<file path="config.mk">
export PLATFORM = sky130hd
export DESIGN_NAME = pc_sequencer_flat
export DESIGN_NICKNAME = d
export VERILOG_FILES = /design/src/rtl/pc_sequencer_if.sv /design/src/rtl/pc_sequencer.sv /design/src/flat_wrapper.sv
export SDC_FILE = /design/constraint.sdc
export NUM_CORES = 1
export LEC_CHECK = 0
export CAP_MARGIN = 25
export CELL_PAD_IN_SITES_DETAIL_PLACEMENT = 0
export CELL_PAD_IN_SITES_GLOBAL_PLACEMENT = 2
export CORE_MARGIN = 5
export CORE_UTILIZATION = 22
export DETAILED_ROUTE_END_ITERATION = 10
export HOLD_SLACK_MARGIN = 0.03
export PLACE_DENSITY = 0.78
export SLEW_MARGIN = 20
export SYNTH_ARGS = -nofsm -noshare
export SYNTH_HDL_FRONTEND = slang
export SYNTH_SLANG_ARGS = --single-unit
</file>
<file path="constraint.sdc">
create_clock -name clk -period 2.8 [get_ports clk]
set_input_delay 0.56 -clock clk [delete_from_list [all_inputs] [get_ports clk]]
set_output_delay 0.56 -clock clk [all_outputs]
set_load 0.02 [all_outputs]
</file>
<file path="src/rtl/pc_sequencer_if.sv">
// Return-stack port bundle between the PC sequencer and the 5-entry PC/flags stack.
interface pc_sequencer_if #(
    parameter int unsigned PC_W   = 9,
    parameter int unsigned FLAG_W = 4
) ();

    logic              push_en;
    logic              pop_en;
    logic [PC_W-1:0]   stk_in_pc;
    logic [FLAG_W-1:0] stk_in_flags;
    logic [PC_W-1:0]   stk_out_pc;     // stored PC + 1
    logic [FLAG_W-1:0] stk_out_flags;

    // Sequencer side: issues strobes and operands, reads top of stack.
    modport master (
        output push_en, pop_en, stk_in_pc, stk_in_flags,
        input  stk_out_pc, stk_out_flags
    );

    // Stack side.
    modport slave (
        input  push_en, pop_en, stk_in_pc, stk_in_flags,
        output stk_out_pc, stk_out_flags
    );

endinterface

</file>
<file path="src/rtl/pc_sequencer.sv">
// Program counter / control-flow stage: PC and flags registers, control-op decode,
// two-cycle interrupt entry, and return-stack strobes with occupancy tracking.
module pc_sequencer #(
    parameter int unsigned     PC_W        = 9,
    parameter int unsigned     FLAG_W      = 4,
    parameter int unsigned     STACK_DEPTH = 5,
    parameter logic [PC_W-1:0] RESET_PC    = '0,
    parameter logic [PC_W-1:0] IRQ_VECTOR  = PC_W'(1)
) (
    input  logic              clk,
    input  logic              rst_n,
    input  logic              stall,
    input  logic [2:0]        op,
    input  logic [PC_W-1:0]   target,
    input  logic [1:0]        cond_sel,
    input  logic [FLAG_W-1:0] alu_flags,
    input  logic              flags_we,
    input  logic              irq,
    pc_sequencer_if.master    stk,
    output logic [PC_W-1:0]   pc,
    output logic              fetch_valid,
    output logic [FLAG_W-1:0] flags,
    output logic              ie,
    output logic [2:0]        depth,
    output logic              overflow,
    output logic              underflow
);

    typedef enum logic [2:0] {
        OpNext  = 3'b000,
        OpJmp   = 3'b001,
        OpJcond = 3'b010,
        OpCall  = 3'b011,
        OpRet   = 3'b100,
        OpHalt  = 3'b101,
        OpReti  = 3'b110,
        OpRsvd  = 3'b111
    } op_e;

    typedef enum logic [1:0] {
        StRun,
        StIrqEntry,
        StHalted
    } state_e;

    localparam logic [2:0] DepthMax = 3'(STACK_DEPTH);

    state_e            state_q;
    logic [PC_W-1:0]   pc_q;
    logic [FLAG_W-1:0] flags_q;
    logic              ie_q;
    logic [2:0]        depth_q;
    logic              overflow_q;
    logic              underflow_q;

    op_e             op_dec;
    logic [PC_W-1:0] pc_inc;
    logic            irq_take;
    logic            exec;
    logic            do_call;
    logic            do_ret;
    logic            push;
    logic            pop;

    assign op_dec = op_e'(op);
    assign pc_inc = pc_q + PC_W'(1);

    // Decode this cycle's action; an accepted interrupt discards the op at pc.
    always_comb begin
        irq_take = rst_n && irq && ie_q && !stall && (state_q != StIrqEntry);
        exec     = rst_n && !stall && (state_q == StRun) && !irq_take;
        do_call  = exec && (op_dec == OpCall);
        do_ret   = exec && ((op_dec == OpRet) || (op_dec == OpReti));
        push     = irq_take || do_call;
        pop      = do_ret && (depth_q != 3'd0);
    end

    // Stack operands: interrupt pushes pc-1 so the stack's +1 resumes at the discarded op.
    always_comb begin
        stk.push_en      = push;
        stk.pop_en       = pop;
        stk.stk_in_pc    = irq_take ? (pc_q - PC_W'(1)) : pc_q;
        stk.stk_in_flags = flags_q;
    end

    // Sequencer state: PC, flags, interrupt enable, depth and sticky errors.
    always_ff @(posedge clk or negedge rst_n) begin
        if (!rst_n) begin
            state_q     <= StRun;
            pc_q        <= RESET_PC;
            flags_q     <= '0;
            ie_q        <= 1'b1;
            depth_q     <= 3'd0;
            overflow_q  <= 1'b0;
            underflow_q <= 1'b0;
        end else if (!stall) begin
            if (flags_we) begin
                flags_q <= alu_flags;
            end

            // Stack drops its oldest entry on overflow, so depth saturates.
            if (push) begin
                if (depth_q == DepthMax) begin
                    overflow_q <= 1'b1;
                end else begin
                    depth_q <= depth_q + 3'd1;
                end
            end else if (pop) begin
                depth_q <= depth_q - 3'd1;
            end

            if (irq_take) begin
                ie_q    <= 1'b0;
                state_q <= StIrqEntry;
            end else begin
                unique case (state_q)
                    StIrqEntry: begin
                        pc_q    <= IRQ_VECTOR;
                        state_q <= StRun;
                    end
                    StHalted: ;
                    StRun: begin
                        unique case (op_dec)
                            OpJmp:   pc_q <= target;
                            OpJcond: pc_q <= flags_q[cond_sel] ? target : pc_inc;
                            OpCall:  pc_q <= target;
                            OpRet, OpReti: begin
                                if (pop) begin
                                    pc_q <= stk.stk_out_pc;
                                    // Later assignment overrides the flags_we load above.
                                    if (op_dec == OpReti) begin
                                        flags_q <= stk.stk_out_flags;
                                        ie_q    <= 1'b1;
                                    end
                                end else begin
                                    pc_q        <= pc_inc;
                                    underflow_q <= 1'b1;
                                end
                            end
                            OpHalt: begin
                                pc_q    <= pc_inc;
                                state_q <= StHalted;
                            end
                            default: pc_q <= pc_inc;
                        endcase
                    end
                    default: state_q <= StRun;
                endcase
            end
        end
    end

    assign pc          = pc_q;
    assign flags       = flags_q;
    assign ie          = ie_q;
    assign depth       = depth_q;
    assign overflow    = overflow_q;
    assign underflow   = underflow_q;
    assign fetch_valid = rst_n && (state_q == StRun);

endmodule
</file>
<file path="src/flat_wrapper.sv">
// flat-port wrapper written by rule: the top's interface ports become plain ports
module pc_sequencer_flat 
#(
    parameter int unsigned     PC_W        = 9,
    parameter int unsigned     FLAG_W      = 4,
    parameter int unsigned     STACK_DEPTH = 5,
    parameter logic [PC_W-1:0] RESET_PC    = '0,
    parameter logic [PC_W-1:0] IRQ_VECTOR  = PC_W'(1)
)
  (clk, rst_n, stall, op, target, cond_sel, alu_flags, flags_we, irq, pc, fetch_valid, flags, ie, depth, overflow, underflow, stk_push_en, stk_pop_en, stk_stk_in_pc, stk_stk_in_flags, stk_stk_out_pc, stk_stk_out_flags);
  pc_sequencer_if #(.PC_W(PC_W), .FLAG_W(FLAG_W)) stk_i ();
  input  logic clk;
  input  logic rst_n;
  input  logic stall;
  input  logic [2:0] op;
  input  logic [PC_W-1:0] target;
  input  logic [1:0] cond_sel;
  input  logic [FLAG_W-1:0] alu_flags;
  input  logic flags_we;
  input  logic irq;
  output logic [PC_W-1:0] pc;
  output logic fetch_valid;
  output logic [FLAG_W-1:0] flags;
  output logic ie;
  output logic [2:0] depth;
  output logic overflow;
  output logic underflow;
  output wire logic [$bits(stk_i.push_en)-1:0] stk_push_en;
  output wire logic [$bits(stk_i.pop_en)-1:0] stk_pop_en;
  output wire logic [$bits(stk_i.stk_in_pc)-1:0] stk_stk_in_pc;
  output wire logic [$bits(stk_i.stk_in_flags)-1:0] stk_stk_in_flags;
  input wire logic [$bits(stk_i.stk_out_pc)-1:0] stk_stk_out_pc;
  input wire logic [$bits(stk_i.stk_out_flags)-1:0] stk_stk_out_flags;
  assign stk_push_en = stk_i.push_en;
  assign stk_pop_en = stk_i.pop_en;
  assign stk_stk_in_pc = stk_i.stk_in_pc;
  assign stk_stk_in_flags = stk_i.stk_in_flags;
  assign stk_i.stk_out_pc = stk_stk_out_pc;
  assign stk_i.stk_out_flags = stk_stk_out_flags;
  pc_sequencer #(.PC_W(PC_W), .FLAG_W(FLAG_W), .STACK_DEPTH(STACK_DEPTH), .RESET_PC(RESET_PC), .IRQ_VECTOR(IRQ_VECTOR)) u_core (.clk(clk), .rst_n(rst_n), .stall(stall), .op(op), .target(target), .cond_sel(cond_sel), .alu_flags(alu_flags), .flags_we(flags_we), .irq(irq), .stk(stk_i), .pc(pc), .fetch_valid(fetch_valid), .flags(flags), .ie(ie), .depth(depth), .overflow(overflow), .underflow(underflow));
endmodule
</file>
# Word-level counts from Yosys, hierarchy flattened
# Cells that the tools add are included.
classes:
  add_sub_neg: 4
  multipliers: 0
  div_mod_pow: 0
  n_lt_le_gt_ge: 1
  eq_ne: 13
  shifts: 0
  muxes: 24
  bitwise: 3
  n_reduce_logical: 31
op_table:
  columns: ["op", "n"]
  rows:
  - ["9-bit 2-to-1 mux", 3]
  - ["9-bit case mux with 3 select lines", 1]
  - ["4-bit 2-to-1 mux", 6]
  - ["9-bit case mux with 2 select lines", 1]
  - ["3-bit equality test (second input constant)", 4]
  - ["3-bit AND reduction", 4]
  - ["2-bit nonzero test", 6]
  - ["1-bit logical AND", 11]
  - ["5-bit AND reduction", 2]
  - ["9-bit by 1-bit adder with 9-bit output (second input constant)", 1]
  - ["3-bit 2-to-1 mux", 3]
  - ["9-bit by 1-bit subtractor with 9-bit output (second input constant)", 1]
  - ["3-bit by 2-bit equality test with 1-bit output (second input constant)", 2]
  - ["1-bit 2-to-1 mux", 6]
  - ["2-bit 2-to-1 mux", 2]
  - ["2-bit by 1-bit inequality test with 1-bit output (second input constant)", 2]
  - ["2-bit case mux with 2 select lines", 1]
  - ["2-bit OR reduction", 2]
  - ["3-bit by 1-bit adder with 3-bit output (second input constant)", 1]
  - ["3-bit by 1-bit equality test with 1-bit output (second input constant)", 1]
  - ["2-bit by 3-bit less-than comparator with 1-bit output (second input constant)", 1]
  - ["3-bit by 2-bit inequality test with 1-bit output (second input constant)", 1]
  - ["1-bit NOT", 3]
  - ["3-bit nonzero test", 1]
  - ["other kinds (8)", 10]
totals:
  register_bits: 21
  latchBits: 0
  mem_bits_rw: 0
  romBits: 0
  inputBits: 36
  output_inout_bits: 35
  word_cells: 83
  n_memories: 0

# Depth between registers and ports, before layout
# Gate-level depths: netlist of the first run.
logic_depth:
  depth_word: 12
  mapped_depth: 7
  depth_no_buf: 7

# Worst setup path after synthesis of the first run
# No wires, ideal clock.
synth_timing:
  path_type: "flip-flop to output port"
  start: "register u_core.ie_q (netlist: u_core.ie)"
  end: "output stk_stk_in_pc[5]"
  arrival_ns: 2.123
  required_ns: 2.240
  setup_slack_ns: 0.117
  path_stages_with_launch: 7
  n_path_buf: 1
  path_cell_list: "dfstp_2 -> nand3_2 -> or3_1 -> buf_2 -> or4_4 -> nor3_2 -> xor2_1"
synth_via:
  elab_chain_len: 4
synth_lines:
  columns: ["element", "line_no", "source"]
  rows:
  - ["start: declaration", "pc_sequencer.sv:51", "logic ie_q;"]
  - ["start signal: assignment", "pc_sequencer.sv:92", "ie_q <= 1'b1;"]
  - ["start signal: assignment", "pc_sequencer.sv:113", "ie_q <= 1'b0;"]
  - ["start signal: assignment", "pc_sequencer.sv:133", "ie_q <= 1'b1;"]
  - ["1-bit logical AND (3 in series)", "pc_sequencer.sv:70", "irq_take = rst_n && irq && ie_q && !stall && (state_q != StIrqEntry);"]
  - ["9-bit 2-to-1 mux", "pc_sequencer.sv:82", "stk.stk_in_pc = irq_take ? (pc_q - PC_W'(1)) : pc_q;"]
  - ["end: declaration", "flat_wrapper.sv:30", "output wire logic [$bits(stk_i.stk_in_pc)-1:0] stk_stk_in_pc;"]
# No other way between the ends.

# Worst setup path after layout of the first run
# Ends and elaborated chain as after synthesis.

==> flow_summary.ini, run 1 <==
[status]
outcome = finished clean

[detailed_routing]
drt_iter0_drc = 76
drtPass1Iterations = 4
via_count = 1684
drc = 0
ant_nets = 0
vias_per_cell = 4.84
wire_per_inst_um = 15.4
wl_mm = 5.36

[timing]
fin_crit_sh_pct = 99.8
report.final.slew_viol_count = 0
hold_slack_ns = 0.269
final.setup.tns_ns = 0
fin_skew_ns = 0.00607
hold_viol_final = 0
rsz0062_at_grt = true
fin_crit_ns = 2.80
final-setup-viol-count = 0
timing.slew.headroom_pct = 37.4
fmax_mhz = 358
worst_pin_slew_ns = 0.932

[placed_design]
dp.cells = 343
dpl.hpwl_mm = 4.28
portBuffers = 70
place.gp.congestion = 0.785

[logic_synthesis]
ys_seq_area_share_pct = 35.2
async_flop_share_pct = 100
synth_edf_count = 0
synth_area_sq_um = 1500
syn-num-nets = 211
yosys_warnings = 0
syn_area_per_cell_sq_um = 8.70
netlist_instances = 172
synth_area_leader_cell = dfrtp_1
ys_ff_latch = 21
ys.flop_type = dfrtp_1
yosysTopAreaCellShare_pct = 33.4
ys_top_cells_by_area = dfrtp_1 33%, nand2_1 5.5%, o22a_1 5.3%
ys_types = 46

[worst_setup_path]
timing.rr.start = u_core.ie$_DFFE_PN1P_
criticalPathCategory = reg2out
crit_required_ns = 2.24
reg2regPathDepth = 10
worstPathMaxFanout = 3
critPathLaunchType = flop
endpoint_kind = primary output
cp-startpoint = u_core.ie$_DFFE_PN1P_
r2r_end = u_core.depth[2]$_DFFE_PN0P_
crit_arrival_ns = 2.24
r2r_slack_ns = 0.46

[clocking]
htree_levels = 1
cts_buffers = 3
clock_sinks = 21
clockBufferDepth = 2
clk_latency_ns = 0.26
clkSlewWorstSetupHoldPaths_ns = 0.09
cts_tree = done
root_buffer = clkbuf_8

[floorplan]
core_sq_um = 6720
initial_core_util_pct = 22.3
io_pins = 71
die_x_um = 92.5
rows = 30
die_h_um = 92.5
die_area_sq_um = 8550

[power_and_ir_drop]
power_density_nw_per_um2 = 794
p_int_mw = 1.13
switching_share_pct = 44.4
p_leak_nw = 1.07
switchingPower_mw = 0.899
p_seq_share_pct = 27.8
irDropWorstVdd_mv = 0.441
power.share.combinational_pct = 61.8
power_frac_clock_pct = 10.4

[flow_run]
cap_violations = 0

[layout]
final_nets = 307
syn_to_final_growth_pct = 70.5
final_common_cell = clkdlybuf4s50_1
final_cell_mix = 56 x clkdlybuf4s50_1, 31 x buf_4, 22 x nand2_1
stdcell_count = 348
drive_above_1_share_pct = 19.5

[global_route]
grt_pass1_wl_mm = 8.76
met3_usage_pct = 3.09
grt_antenna_before_repair = 1
overflow = 0
grt_usage_pct = 12.6
grt_use_met2_pct = 21.3
grt_pass1_vias = 1771
busiest_layer = met2
grt_max_degree = 26
grt_use_met1_pct = 16.1

[min_path]
hold_path.class = in2async
flip-flops by register name, summed over array words and instances, names as in the netlist:
signal / cells
u_core.depth: 3
u_core.flags: 4
u_core.ie: 1
u_core.overflow: 1
u_core.pc: 9
u_core.state_q: 2
u_core.underflow: 1
worst max path at each step:
stage	cells past startpoint	to
final	6	stk_stk_in_pc[5]
after global routing	6	stk_stk_in_pc[5]
after CTS	6	stk_stk_in_pc[5]
after detailed placement	7	stk_stk_in_pc[5]
after global placement	7	stk_stk_in_pc[5]
after floorplan	6	stk_stk_in_pc[5]
timing repair:
item,in CTS,in global routing
hold buffers,0,0
endpoints found under the setup margin,12,6
setup buffers,0,0
gates resized for setup,33,4
pin swaps,1,2
worst max-delay path, cell delays in order (launching register included):
cell,delay (ns)
dfstp_2,0.54
nand3_2,0.08
or3_4,0.40
or4_4,0.44
nor3_2,0.20
xor2_1,0.15
buf_4,0.16
stage by stage:
stage          instance area, sq um  power [mW]  util, %  setup slack [ns]
2_1_floorplan                  1500        1.19        -             0.117
3_3_place_gp                   2490        1.85     37.0            -0.714
3_5_place_dp                   2490        1.85     37.0            -0.711
4_1_cts                        2550        2.05     37.9           -0.0274
5_1_grt                        2550        2.17     38.0           -0.0587
6_report                       2550        2.02     38.0           0.00448
synthesized netlist by cell type, types with 5 or more instances:
library cell  number
nor2_1            12
xnor2_1            8
dfrtp_1           20
nand2_1           22
nand3_1            5
inv_1              6
nor3_1             7
o21ai_0            7
a222oi_1           5
o22a_1             9
a21oi_1            8
a22oi_1            6
per-layer routing:
metal / vias up / share of wire [%]
li1: 829 / -
met1: 793 / 45
met2: 58 / 47
met4: 0 / 0.69
met5: - / 0
met3: 4 / 7.3
kinds of logic (layout without fill, tap and decap cells):
family	count (synthesis)	in the layout	synth area share, %
simple gates	71	71	24.6
compound gates	47	47	23.2
flops	21	21	35.2
buf+inv	17	112	5.52
xor+xnor	12	12	7.02
fa+ha+maj	3	3	3.01
mux	1	1	1.50
other cells	0	1	0
cell type report:
cell class	instances	area, sq um
antenna	1	2.50
clock buffer	3	41.3
clock inverter	1	5.00
fill	711	4170
inverter	7	26.3
multi-input combinational	134	906
sequential	21	527
tap	80	100
timing repair buffer	101	943
power by group through the flow:
stage	clock, mW	sequential [mW]	combinational, mW
6_report	0.210	0.563	1.25
5_1_grt	0.230	0.582	1.36
4_1_cts	0.219	0.563	1.26
3_5_place_dp	0	0.565	1.29
3_3_place_gp	0	0.566	1.29
2_1_floorplan	0	0.677	0.509
Note: power is estimated with default switching activity, not from simulation.
==> run 2, diff against run 1 <==
CORE_ASPECT_RATIO = 0.75   (was unset)
GPL_TIMING_DRIVEN = 0   (was unset)
==> run 2 against run 1 <==
Power is 4.3% lower. Critical path depth stayed put. Critical path type unchanged. Core utilization is 1.7 points lower. Worst hold slack worse by 0.16 ns. Clock power is 2% higher. Non-clock buffer count is 15 lower. Critical endpoint unchanged.
==> flow_summary.ini, run 2 (synthesized netlist as in run 1, its figures left out) <==
[power_and_ir_drop]
p_seq_share_pct = 31.1
irDropWorstVdd_mv = 0.343
power_frac_clock_pct = 11.0
power_density_nw_per_um2 = 798
p_int_mw = 1.04
power.share.combinational_pct = 57.9
p_total_mw = 1.94
p_leak_nw = 0.991
switchingPower_mw = 0.895
switching_share_pct = 46.2

[detailed_routing]
drtPass1Iterations = 4
wl_mm = 5.54
drc = 0
vias_per_cell = 4.79
wire_per_inst_um = 16.5
drt_iter0_drc = 83
via_count = 1608
ant_nets = 0

[clocking]
clock_sinks = 21
cts_tree = done
root_buffer = clkbuf_8
postCtsHoldBufs = 0
htree_levels = 1
clk_latency_ns = 0.27
clockBufferDepth = 2
clkSlewWorstSetupHoldPaths_ns = 0.09
cts_buffers = 3

[layout]
fin_area_sq_um = 2430
final_nets = 292
diodes = 0
final_common_cell = clkdlybuf4s50_1
final_cell_mix = 56 x clkdlybuf4s50_1, 22 x nand2_1, 19 x dfrtp_1
syn_to_final_growth_pct = 62.4
largest_reg_flops = 9
fin_util_pct = 36.3
fillCellCount = 715
drive_above_1_share_pct = 16.3

[timing]
final.setup.tns_ns = 0
report.final.slew_viol_count = 0
setup_ws_ns = 0.00572
rsz0062_at_grt = true
fin_crit_ns = 2.79
fin_skew_ns = 0.0116
worst_pin_slew_ns = 0.903
timing.slew.headroom_pct = 39.4
fmax_mhz = 358
hold_viol_final = 0
final-setup-viol-count = 0
fin_crit_sh_pct = 99.8

[worst_setup_path]
worstPathMaxFanout = 3
crit_family = simple AND/OR/NAND/NOR gates
cp_cell_sequence = nand3_2 > or3_4 > or4_4 > nor3_4 > xor2_1 > buf_4
cpPeakStageDelay_ns = 0.55
critical_path_buf_inv_count = 1
r2r_slack_ns = 0.45
reg2regPathDepth = 8
timing.rr.start = u_core.state_q[0]$_DFFE_PN0P_
endpoint_kind = primary output
critPathLaunchType = flop
crit_required_ns = 2.24
r2r_end = u_core.flags[2]$_DFFE_PN0N_
criticalPathCategory = reg2out
slowest_stage = dfstp_2
crit_arrival_ns = 2.23

[global_route]
grt_usage_pct = 12.8
grt_pass1_wl_mm = 8.82
overflow = 0
grt_pass1_vias = 1694
grt_antenna_before_repair = 0
grt_max_degree = 27

[floorplan]
core_sq_um = 6700
rows = 26
die_x_um = 105
initial_core_util_pct = 22.3
io_pins = 71
die_area_sq_um = 8570
die_h_um = 81.4

[placed_design]
dpl.hpwl_mm = 4.21
place_ws_ns = -1.05
dpl-instance-area_sq_um = 2300
portBuffers = 70
place.gp.congestion = 0.789

[status]
outcome = finished clean

[min_path]
hold_path.class = in2async

[flow_run]
cap_violations = 0
run 2: cell type report:
type | count | area (sq um) | area share (%)
plain buffers | 9 | 51.3 | 2.11
clock buffers | 3 | 41.3 | 1.70
clock inverters | 1 | 7.51 | 0.309
inverters | 7 | 27.5 | 1.13
multi-input cells | 134 | 930 | 38.3
flip-flops and latches | 21 | 528 | 21.7
well taps | 84 | 105 | 4.33
repair buffers | 77 | 739 | 30.4
run 2: routing by layer:
layer	global-route usage (%)	part of all wire [%]	routed length (um)	up-vias
met4	3.58	1.6	88	0
met5	0	0	0	-
met3	2.51	3.6	200	6
met1	18.0	50	2760	761
li1	-	-	-	803
met2	20.0	45	2490	38
run 2: worst max path at each step:
stage	start	end	cells after the start
6_report	u_core.ie$_DFFE_PN1P_	stk_stk_in_pc[5]	6
5_1_grt	u_core.ie$_DFFE_PN1P_	stk_stk_in_pc[5]	6
4_1_cts	u_core.ie$_DFFE_PN1P_	stk_stk_in_pc[5]	7
3_5_place_dp	rst_n	stk_stk_in_pc[7]	8
3_3_place_gp	rst_n	stk_stk_in_pc[7]	8
2_1_floorplan	u_core.ie$_DFFE_PN1P_	stk_stk_in_pc[5]	6
run 2: stage by stage:
stage | hold slack, ns | instances
floorplan | 0.264 | 172
global placement | 0.453 | 326
detailed placement | 0.466 | 326
CTS | 0.112 | 337
global route | 0.103 | 336
finish | 0.104 | 336
run 2: power groups by stage:
stage / Combinational (mW) / Sequential (mW) / Clock, mW
4_1_cts: 1.13 / 0.603 / 0.221
3_5_place_dp: 1.13 / 0.607 / 0
2_1_floorplan: 0.509 / 0.677 / 0
5_1_grt: 1.21 / 0.630 / 0.234
3_3_place_gp: 1.13 / 0.605 / 0
6_report: 1.12 / 0.603 / 0.214
run 2: timing repair:
item	CTS	global route
setup buffers	7	0
pin swaps	5	5
resized for setup	50	4
endpoints found under the setup margin	11	9
